**src/rtl/regfile_scoreboard.sv**
```systemverilog
//------------------------------------------------------------------------------
// regfile_scoreboard : integer register file with per-register pending-write
//                      scoreboard and RAW/WAW hazard detection for decode.
// Revision 1.0
//------------------------------------------------------------------------------
`default_nettype none

module regfile_scoreboard #(
  parameter int XLEN     = 32,
  parameter int NREG     = 32,
  parameter int AW       = 5,
  parameter int BYPASS   = 1,
  parameter int ZERO_REG = 1
) (
  input  logic            clk,
  input  logic            rst,
  input  logic [AW-1:0]   dir1,
  input  logic [AW-1:0]   dir2,
  output logic [XLEN-1:0] rs1,
  output logic [XLEN-1:0] rs2,
  input  logic            we,
  input  logic [AW-1:0]   wr,
  input  logic [XLEN-1:0] info,
  input  logic            issue_valid,
  input  logic [AW-1:0]   issue_rd,
  input  logic            issue_wb,
  input  logic [AW-1:0]   issue_rs1,
  input  logic [AW-1:0]   issue_rs2,
  input  logic            issue_use1,
  input  logic            issue_use2,
  input  logic            flush,
  output logic            hazard,
  output logic [AW:0]     busy_count
);

  logic [XLEN-1:0] mem_q [NREG];
  logic [NREG-1:0] busy_q;
  logic [NREG-1:0] busy_d;

  logic            w_clr;
  logic            w_set;
  logic [NREG-1:0] w_busy_eff;
  logic            w_hz1;
  logic            w_hz2;
  logic            w_hzd;

  // An address is usable when it exists and is not the hardwired zero register.
  function automatic logic legal(input logic [AW-1:0] a);
    return (32'(a) < 32'(NREG)) && !((ZERO_REG != 0) && (a == '0));
  endfunction

  assign w_clr = we && legal(wr);

  assign rs1 = !legal(dir1)                              ? '0   :
               ((BYPASS != 0) && w_clr && (wr == dir1)) ? info : mem_q[dir1];
  assign rs2 = !legal(dir2)                              ? '0   :
               ((BYPASS != 0) && w_clr && (wr == dir2)) ? info : mem_q[dir2];

  always_comb begin
    w_busy_eff = busy_q;
    if ((BYPASS != 0) && w_clr) begin
      w_busy_eff[wr] = 1'b0;
    end
  end

  assign w_hz1  = issue_use1 && legal(issue_rs1) && w_busy_eff[issue_rs1];
  assign w_hz2  = issue_use2 && legal(issue_rs2) && w_busy_eff[issue_rs2];
  assign w_hzd  = issue_wb   && legal(issue_rd)  && w_busy_eff[issue_rd];
  assign hazard = issue_valid && (w_hz1 || w_hz2 || w_hzd);

  assign w_set = issue_valid && issue_wb && !hazard && legal(issue_rd);

  // Set is applied after clear so a new issue to the same rd stays pending.
  always_comb begin
    busy_d = busy_q;
    if (flush) begin
      busy_d = '0;
    end else begin
      if (w_clr) begin
        busy_d[wr] = 1'b0;
      end
      if (w_set) begin
        busy_d[issue_rd] = 1'b1;
      end
    end
  end

  always_comb begin
    busy_count = '0;
    for (int i = 0; i < NREG; i++) begin
      busy_count = busy_count + {{AW{1'b0}}, busy_q[i]};
    end
  end

  always_ff @(posedge clk or negedge rst) begin
    if (!rst) begin
      for (int i = 0; i < NREG; i++) begin
        mem_q[i] <= '0;
      end
      busy_q <= '0;
    end else begin
      if (w_clr) begin
        mem_q[wr] <= info;
      end
      busy_q <= busy_d;
    end
  end

endmodule

`default_nettype wire
```
**config.mk**
```make
export PLATFORM = sky130hd
export DESIGN_NAME = regfile_scoreboard
export DESIGN_NICKNAME = d
export VERILOG_FILES = /design/src/rtl/regfile_scoreboard.sv
export SDC_FILE = /design/constraint.sdc
export NUM_CORES = 2
export LEC_CHECK = 0
export ABC_AREA = 1
export BUFFER_PORTS_ARGS = -buffer_cell sky130_fd_sc_hd__buf_2
export CAP_MARGIN = 0
export CELL_PAD_IN_SITES_DETAIL_PLACEMENT = 1
export CELL_PAD_IN_SITES_GLOBAL_PLACEMENT = 1
export CORE_MARGIN = 5
export CORE_UTILIZATION = 33
export DETAILED_ROUTE_END_ITERATION = 8
export HOLD_SLACK_MARGIN = 0.02
export PLACE_DENSITY_LB_ADDON = 0.12
export REMOVE_ABC_BUFFERS = 1
export SKIP_CTS_REPAIR_TIMING = 1
export SLEW_MARGIN = 15
export SYNTH_ARGS = -nofsm -noshare
export SYNTH_HDL_FRONTEND = slang
export SYNTH_SLANG_ARGS = --single-unit
```
**constraint.sdc**
```tcl
create_clock -name clk -period 14.34 [get_ports clk]
set_input_delay 2.868 -clock clk [delete_from_list [all_inputs] [get_ports clk]]
set_output_delay 2.868 -clock clk [all_outputs]
set_load 0.01 [all_outputs]
```
==> impl_results.md <==
- Synth top area share: 44.5%
- Vias post-DR: 59136
- Syn Std Cell Area: 59400 µm²
- Internal reg-to-reg setup slack: 11.84 ns
- Final nets: 7706
- # setup viols final: 0
- Fill cell count: 21775
- Reg2reg path depth: 14
- Placed instance area: 61200 µm²
- Fin crit period: 9.90 ns
- Clock buffer count from CTS: 135
- Synth area leader: dfrtp_1
- Max rail drop VDD: 0.123 mV
- I/O pin total: 141
- Top cells by area, synth: dfrtp_1 (44%), o21ai_0 (19%), nand2_1 (7.6%), a21oi_1 (6.7%), nor2_1 (4.3%)
- Die area: 189000 µm²
- Outcome: complete, no violations
- Yosys reg bits: 1056
- Port bufs: 140
- Design area: 65400 µm²
- Seq/Total Area, Yosys: 44.5%
- Drt pass-1 iters: 6
- Area growth syn-to-layout: 10.2%
- Initial antenna violation count: 12
- Die Height: 434 µm
- Worst-skew pair later-pin latency: 0.81 ns
- Row Count: 155
- Setup crit start kind: primary input
- Congestion Overflow GR: 0
- WHS: 0.390 ns
- WL final: 284000 µm
- # H-tree levels: 4
- Hold Path Depth: 0
- Power Dens Cells: 141 nW/µm²
- Syn_area_per_cell: 7.40 µm²
- Vias in the first global route: 58994
- # DRC: 0
- CTS clk-pin slew, worst paths: 0.05 ns
- Pins over their slew limit: 0
- Avg Vias per Cell: 5.88
- Routed len/inst: 28.2 µm
- Clk_skew: 0.0441 ns
- Fin crit share: 69.1%
- Total power: 9240 µW
- Hold Fails Final Rpt: 0
- Routability cong.: 0.851
- Reg-to-reg startpoint: busy_q[27]
- Commonest cells after routing, fill and taps aside: o21ai_0 (2233), nand2_1 (1181), dfrtp_1 (1056)
- Commonest non-fill, non-tap cell in the layout: o21ai_0
- Final antenna-violating net count: 0
- Initial DRC count: 4904
- Hold Crit Start: mem_q[1012]
- CP endpoint kind: output port
- Effective utilization at floorplan: 33.2%
- Max Root-Sink Buffers: 3
- Share of post-route cells with drive strength above 1: 7.59%
- Post-route setup TNS: 0 ns
- CP max FO: 84
- Cell Count, Final, Fillers Out: 10064
- CTS tree: yes
- Arr. time, crit path: 7.04 ns
- RSZ-0062 raised after global routing: no
- # placed instances: 9823
- Pin count of the biggest net entering global routing: 210
- Setup CP Type: in -> out
- Max Fclk: 101 MHz
- Max-cap violation count: 0
- Clk sinks: 1056
- Hold endpoint: mem_q[1012]
- Worst rel slew slack: 20.7%
- Pin slew with the least headroom to its limit: 1.19 ns
- Dpl hpwl: 158000 µm
- Worst EP required: 11.47 ns
- Aggregate global-route resource usage: 29.5%
- Clk root buf: clkbuf_16
- Core Region: 179000 µm²
- Syn. warnings: 0
- Commonest register cell after synthesis: dfrtp_1
- Worst R2R End: busy_q[22]
- Hold Crit Class: reg -> reg
- Die width: 434 µm
- Yosys cell types: 47
- Number of flops mapped to enable cells by yosys: 0
- P_leak: 0.0280 µW
- Post-Synthesis Cells: 8023
- First-pass GRT wire length: 414000 µm
- Post-synth ARST share: 100%
[area by class of cell]
| cell class | count | area, µm² | share of cell area [%] |
|---|---|---|---|
| Sequential cell | 1056 | 26400 | 40.4 |
| Multi-Input combinational cell | 5627 | 28000 | 42.7 |
| Tap cell | 2355 | 2950 | 4.50 |
| Clock buffer | 201 | 3980 | 6.09 |
| Timing Repair Buffer | 256 | 1790 | 2.73 |
| Antenna cell | 4 | 10.0 | 0.0153 |
| Inverter | 529 | 2030 | 3.10 |
| Clock inverter | 36 | 292 | 0.445 |
[worst max-delay path: stages]
cell	delay, ns
buf_8	0.40
buf_4	0.66
buf_4	0.83
buf_4	0.66
a21oi_1	0.14
o21ai_0	0.10
o21ai_0	0.12
o22ai_1	0.15
o21ai_0	0.10
o21ai_0	0.38
a21oi_1	0.18
buf_2	0.18
[power breakdown]
part           leakage [µW]  total (µW)  switching, µW  internal [µW]
combinational        0.0128        1920           1290            630
clock               0.00211        3400           1440           1960
sequential           0.0131        3930            352           3580
[per-layer routing]
metal,up-vias,track usage (%),wire (µm)
met5,-,0,23
met4,4,10.4,10900
met3,482,4.12,16300
met2,1935,47.6,130000
met1,30250,40.7,127000
li1,26465,-,-
[worst max-delay path by stage]
stage / end / from / slack, ns / cells past startpoint
after floorplan: rs2[0] / dir2[0] / 4.34 / 7
after global placement: rs2[1] / dir2[1] / 4.56 / 10
after detailed placement: rs2[1] / dir2[1] / 4.53 / 10
after CTS: rs2[1] / dir2[1] / 4.51 / 10
after global routing: rs1[13] / dir1[0] / 4.25 / 11
final: rs1[13] / dir1[0] / 4.44 / 12
[sequential cells by signal (all words and copies together) (netlist names)]
signal / count
mem_q: 1024
busy_q: 32
[through the flow]
step	worst slack [ns]	utilization (%)
final	4.44	36.6
after global routing	4.25	36.6
after CTS	4.51	36.6
after detailed placement	4.53	34.2
after global placement	4.56	34.2
after floorplan	4.34	-
[Yosys cell counts, types with 2 or more instances]
library cell  number
o21ai_0         2233
nand2_1         1196
dfrtp_1         1056
a21oi_1          798
nor2_1           674
clkbuf_1         633
inv_1            502
nand3_1          205
o221ai_1         137
o211ai_1         107
buf_2             89
buf_1             73
o22ai_1           68
o2111ai_1         30
a211oi_1          28
nand3_2           26
fa_1              24
inv_2             15
a31oi_1           13
buf_6             12
nor2_2            11
clkinv_1          10
nor2_4             8
ha_1               7
nand2_2            7
o21ai_1            7
xor2_1             7
nor3_1             6
nand3_4            5
buf_4              4
nand4_1            4
xnor2_1            4
a311oi_1           3
nor3_2             3
o21a_1             3
inv_4              2
nor4_1             2
nor4_2             2
[cells by family (layout without fill, tap and decap cells)]
| group | Yosys count | in the layout | synth area share, % |
|---|---|---|---|
| adders and majority gates | 31 | 31 | 0.956 |
| and+or+nand+nor | 2153 | 2153 | 14.8 |
| AOI/OAI and AO/OA | 3432 | 3432 | 30.8 |
| xor gates and xnor gates | 11 | 11 | 0.162 |
| DFF | 1056 | 1056 | 44.5 |
| other | 0 | 4 | 0 |
| buffers and inverters | 1340 | 1022 | 8.84 |
(Power assumes the default switching activity.)
